`config.mk`:
```
export PLATFORM = sky130hd
export DESIGN_NAME = div_share_arbiter
export DESIGN_NICKNAME = d
export VERILOG_FILES = /design/src/rtl/div_share_arbiter.sv
export SDC_FILE = /design/constraint.sdc
export NUM_CORES = 1
export LEC_CHECK = 0
export CORE_MARGIN = 10
export CORE_UTILIZATION = 37
export CTS_BUF_LIST = sky130_fd_sc_hd__clkbuf_8
export CTS_CLUSTER_DIAMETER = 100
export DETAILED_ROUTE_END_ITERATION = 8
export PLACE_DENSITY = 0.8
export SLEW_MARGIN = 20
export SYNTH_ARGS = -nofsm -noshare
export SYNTH_HDL_FRONTEND = slang
export SYNTH_SLANG_ARGS = --single-unit
```
`constraint.sdc`:
```
create_clock -name CLK -period 1.4 [get_ports CLK]
set_input_delay 0.28 -clock CLK [delete_from_list [all_inputs] [get_ports CLK]]
set_output_delay 0.28 -clock CLK [all_outputs]
set_load 0.02 [all_outputs]
```
`src/rtl/div_share_arbiter.sv`:
```
// div_share_arbiter: round-robin sharing of one Integer_divider between two requesters.
// Define DIV_WATCHDOG_EN to add a WAIT-state watchdog that aborts a hung divider.
module div_share_arbiter #(
   parameter int W       = 4,
   parameter int TIMEOUT = 64
) (
   input  logic         CLK,
   input  logic         RST,
   input  logic         req0,
   input  logic [W-1:0] dvd0,
   input  logic [W-1:0] dvs0,
   input  logic         req1,
   input  logic [W-1:0] dvd1,
   input  logic [W-1:0] dvs1,
   output logic         ack0,
   output logic         ack1,
   output logic [W-1:0] q_out,
   output logic [W-1:0] r_out,
   output logic         err_out,
   output logic         busy,
   output logic         div_go,
   output logic [W-1:0] div_dividend,
   output logic [W-1:0] div_divisor,
   input  logic         div_done,
   input  logic         div_err,
   input  logic [W-1:0] div_q,
   input  logic [W-1:0] div_r,
   output logic         div_abort
);
   localparam logic [1:0] IDLE = 2'd0, LAUNCH = 2'd1, WAIT = 2'd2, RESP = 2'd3;
   logic [1:0] state;
   logic       gnt, last, sel, done, tmo;
   if (TIMEOUT < 2 || TIMEOUT > 255) begin : g_bad_timeout
      $error("div_share_arbiter: TIMEOUT must be within 2..255");
   end
   // on a tie the port that was not served last wins
   assign sel  = req1 && (!req0 || !last);
   assign done = div_done || div_err;
`ifdef DIV_WATCHDOG_EN
   logic [7:0] cnt;
   assign tmo = state == WAIT && !done && cnt == 8'(TIMEOUT - 1);
   always_ff @(posedge CLK or posedge RST) begin
      if (RST)
         cnt <= '0;
      else if (state == LAUNCH)
         cnt <= '0;
      else if (state == WAIT)
         cnt <= cnt + 8'd1;
   end
`else
   assign tmo = 1'b0;
`endif
   assign div_abort = tmo;
   assign busy      = state != IDLE;
   assign div_go    = state == LAUNCH;
   assign ack0      = state == RESP && !gnt;
   assign ack1      = state == RESP && gnt;
   always_ff @(posedge CLK or posedge RST) begin
      if (RST) begin
         state        <= IDLE;
         gnt          <= 1'b0;
         last         <= 1'b1;
         q_out        <= '0;
         r_out        <= '0;
         err_out      <= 1'b0;
         div_dividend <= '0;
         div_divisor  <= '0;
      end else begin
         case (state)
            IDLE: if (req0 || req1) begin
               gnt          <= sel;
               div_dividend <= sel ? dvd1 : dvd0;
               div_divisor  <= sel ? dvs1 : dvs0;
               state        <= LAUNCH;
            end
            LAUNCH: state <= WAIT;
            // a timeout leaves done low, which reports as an error with zeroed results
            WAIT: if (done || tmo) begin
               q_out   <= done && !div_err ? div_q : '0;
               r_out   <= done && !div_err ? div_r : '0;
               err_out <= div_err || !done;
               state   <= RESP;
            end
            default: begin
               last  <= gnt;
               state <= IDLE;
            end
         endcase
      end
   end
endmodule

```
# Yosys cells after proc, flatten, opt, wreduce, memory -nomap -nowiden

Cells that the tools add are included.

Reduce and logical (&&, ||, !) cells: 19
Mux-type cells: 7
Eq/ne operators: 5

Operators by type and width:

| cell               | count |
|---|---|
| $mux 4             | 4 |
| $pmux 2 s3         | 1 |
| $reduce_and 2->1   | 3 |
| $logic_not 1->1    | 5 |
| $eq 2x2->1 const B | 2 |
| $logic_and 1x1->1  | 4 |
| $logic_or 1x1->1   | 4 |
| $mux 2             | 2 |
| $ne 2x2->1 const B | 2 |
| $reduce_or 3->1    | 1 |
| $eq 2x1->1 const B | 1 |
| $logic_not 2->1    | 1 |
| $reduce_bool 2->1  | 1 |

Bits of input ports: 30
Register bits: 21

# Logic depth before layout (Yosys ltp)

Depth in word-level cells: 4
Mapped depth: 6
Gate-level depth less buffers: 5

# Worst setup path before layout

OpenSTA, ideal clock, no wires.

Kind: reg-to-reg
From: register state[0]
To: register state[1]
Arrival: 1.225 ns
Slack: 0.047 ns
Data required time: 1.272 ns
Cell stages (with the launch flop): 5
Cell sequence: dfrtp_1 -> inv_1 -> ha_1 -> a22oi_2 -> mux2_1

Word-level cells in the longest chain between the ends: 3
Elaborated cells between the ends (all ways): 7

RTL lines:

| element                                              | line | text |
|---|---|---|
| start: declaration                                   | 31   | `logic [1:0] state;` |
| start signal: assignment                             | 60   | `state <= IDLE;` |
| start signal: assignment                             | 74   | `state <= LAUNCH;` |
| start signal: assignment                             | 76   | `LAUNCH: state <= WAIT;` |
| $eq 2x2->1 / $logic_not 2->1 (equally long branches) | 69   | `case (state)` |
| $ne 2x2->1 (no line)                                 | -    |  |
| $reduce_and 2->1 (no line)                           | -    |  |

Parallel ways exist; a longest one is shown, timed or not.
A chain may end at the register's enable or synchronous reset.

# Worst setup path in the final report

From: register state[0]
To: output ack1

Word-level cells in the longest chain between the ends: 2

RTL lines:

| element           | line | text |
|---|---|---|
| $eq 2x2->1        | 57   | `assign ack1 = state == RESP && gnt;` |
| $logic_and 1x1->1 | 57   |  |
| end: declaration  | 16   | `output logic ack1,` |

Every way passes these cells.

==> impl_metrics.json <==
{
  "antenna_found_initial": 0,
  "wl_met2_mm": 1.64,
  "p_sw_mw": 1.55,
  "antenna_left": 0,
  "swShare": 0.410,
  "power_frac_comb": 0.604,
  "cap_violations": 0,
  "top_layer_used": "met3",
  "status": "finished, violations left",
  "dpl_cell_area_um2": 1680,
  "synth-seq-area-share": 0.498,
  "drive_above_1_share": 0.270,
  "design_area_um2": 1790,
  "finalNonFillerCells": 205,
  "setup-violations-final": 3,
  "wl_met1_mm": 1.37,
  "crit_fanout": 4,
  "cts_buffers": 3,
  "die_area_um2": 5400,
  "setup_ws_ns": -0.0374,
  "intPower_mw": 2.22,
  "dp_cells": 199,
  "vdd_drop_max_uv": 1290,
  "power_mw": 3.77,
  "synth-edff-count": 0,
  "hp-class": "in -> async",
  "yosys_warnings": 0,
  "clockRootBuffer": "clkbuf_8",
  "place_congestion": 0.796,
  "power_frac_clock": 0.101,
  "syn-cell-area_um2": 1060,
  "async_flop_share": 1.00,
  "drcViolationCount": 0,
  "hold_violations": 0,
  "fin_util": 0.656,
  "fin_hold_ws_ns": 0.350,
  "syn_inst": 109,
  "dp_slack_ns": -0.228,
  "vias": 1007,
  "numClockSinks": 21,
  "start_kind": "register",
  "synthesis.nets": 144,
  "tns_ns": -0.0817,
  "clkTransAtPathRegs_ns": 0.08,
  "cp.arrival_ns": 1.16,
  "drt-pass1-iter-count": 4,
  "violations": "setup timing",
  "post-route-period-util": 1.03,
  "num_rows": 19,
  "cts_tree": "built",
  "synth_ff_type": "dfrtp_1",
  "area_delta_synth_final_pct": 69.7,
  "post_drt_wl_per_cell_um": 16.6,
  "syn_avg_cell_area_um2": 9.70,
  "n_antenna_cell": 0,
  "required_ns": 1.12,
  "die_h_um": 73.5,
  "grt_usage": 0.124,
  "criticalPathCategory": "reg -> out",
  "slew_violations": 0,
  "period_needed_ns": 1.44,
  "core-area_um2": 2730,
  "fmax_mhz": 696,
  "wl_met3_um": 393,
  "rsz0062_at_grt": "true",
  "grt_first_pass_wirelength_mm": 5.52,
  "grt_max_degree": 22,
  "dp_hpwl_mm": 2.63,
  "grt-ovfl-total": 0,
  "grt_pass1_vias": 1179,
  "crit_path_end_kind": "output port",
  "power_frac_seq": 0.295,
  "p_leak_nw": 0.840,
  "ys_ff_latch": 21,
  "floorplan.die.width_um": 73.5,
  "finClkSkew_ns": 0.00772,
  "via_per_inst": 4.91,
  "htreeDepth": 1,
  "portBuffers": 50,
  "power_density_nw_per_um2": 2100,
  "first_iter_violations": 26,
  "num_io_pins": 52,
  "ctsHoldBuffers": 0,
  "clockBufferDepth": 2,
  "synth_cell_types": 25,
  "insertion_delay_ns": 0.25,
  "fin_nets": 210,
  "wirelength_mm": 3.40,
  "start_util": 0.387
}
-- sequential cells by signal (all words and copies together) (netlist names) --
register and cells:
last 1, q_out 4, err_out 1, state 2
div_divisor 4, div_dividend 4, r_out 4, gnt 1
-- cell type report --
cell class                 count  area [um2]
tap                           31        38.8
fill                         229         940
clock buffer                   3        41.3
sequential                    21         527
inverter                      10        37.5
timing repair buffer          67         613
clock inverter                 1        3.75
multi-input combinational     72         533
-- metal layers --
layer,global-route usage,up-vias
li1,-,498
met1,0.135,465
met2,0.215,44
met5,0,-
met3,0.0633,0
met4,0.0124,0
-- power groups by stage --
| stage | logic (mW) | clock network (mW) | registers [mW] |
|---|---|---|---|
| after floorplan | 0.841 | 0 | 1.39 |
| after global placement | 2.13 | 0 | 1.10 |
| after detailed placement | 2.19 | 0 | 1.12 |
| after CTS | 2.23 | 0.395 | 1.12 |
| after global routing | 2.49 | 0.429 | 1.15 |
| final | 2.28 | 0.379 | 1.11 |
-- worst paths after layout --
path,startpoint,slack (ns),depth (start not counted),endpoint
setup reg to reg,state[0],-0.01,5,state[1]
min in group CLK,r_out[3],0.50,1,r_out[3]
hold reg to reg,r_out[3],0.50,1,r_out[3]
setup / recovery,state[0],-0.04,3,ack1
hold / removal,RST,0.35,3,div_dividend[3]
max in group asynchronous,RST,0.78,3,last
-- critical path, cell delays in order (launching register included) --
cell and delay [ns]:
dfrtp_1 0.43, ha_2 0.20, and2_4 0.15, buf_6 0.12
-- logic make-up after synthesis --
logic type	share of synthesized area
multiplexers	0.0308
adder cells (fa/ha/maj)	0.0592
flip-flops	0.498
AO/OA/AOI/OAI	0.250
AND/OR/NAND/NOR	0.0923
other	0.00355
buffers and inverters	0.0663
-- cell usage in the layout, fill, tap and decap left out, types with 3 or more instances in the layout --
| cell | instances |
|---|---|
| dlygate4sd2_1 | 17 |
| dfrtp_1 | 20 |
| buf_4 | 15 |
| nor2_1 | 11 |
| a21oi_1 | 12 |
| inv_1 | 8 |
| a2bb2oi_1 | 4 |
| clkbuf_8 | 3 |
| a21oi_2 | 4 |
| buf_6 | 5 |
| clkdlybuf4s50_1 | 29 |
| a22o_1 | 3 |
| nand2_1 | 10 |
| inv_2 | 3 |
| o22ai_1 | 6 |
-- cell usage after synthesis (2+ instances only) --
| cell | count | area, um2 |
|---|---|---|
| o21ai_0 | 2 | 10.0 |
| a22o_1 | 3 | 26.3 |
| buf_2 | 5 | 25.0 |
| ha_1 | 5 | 62.6 |
| a2bb2oi_1 | 6 | 52.6 |
| a21oi_1 | 16 | 80.1 |
| o22ai_1 | 6 | 37.5 |
| nand2_1 | 10 | 37.5 |
| and2_1 | 2 | 12.5 |
| inv_1 | 10 | 37.5 |
| nor2_1 | 11 | 41.3 |
| dfrtp_1 | 20 | 500 |
-- repair_timing --
item                       4_1_cts  5_1_grt
setup endpoints to repair       38       19
buffers inserted                 2        0
pin swaps                        4        0
resized for setup               51       10
Power figures use the tool's default switching activity.
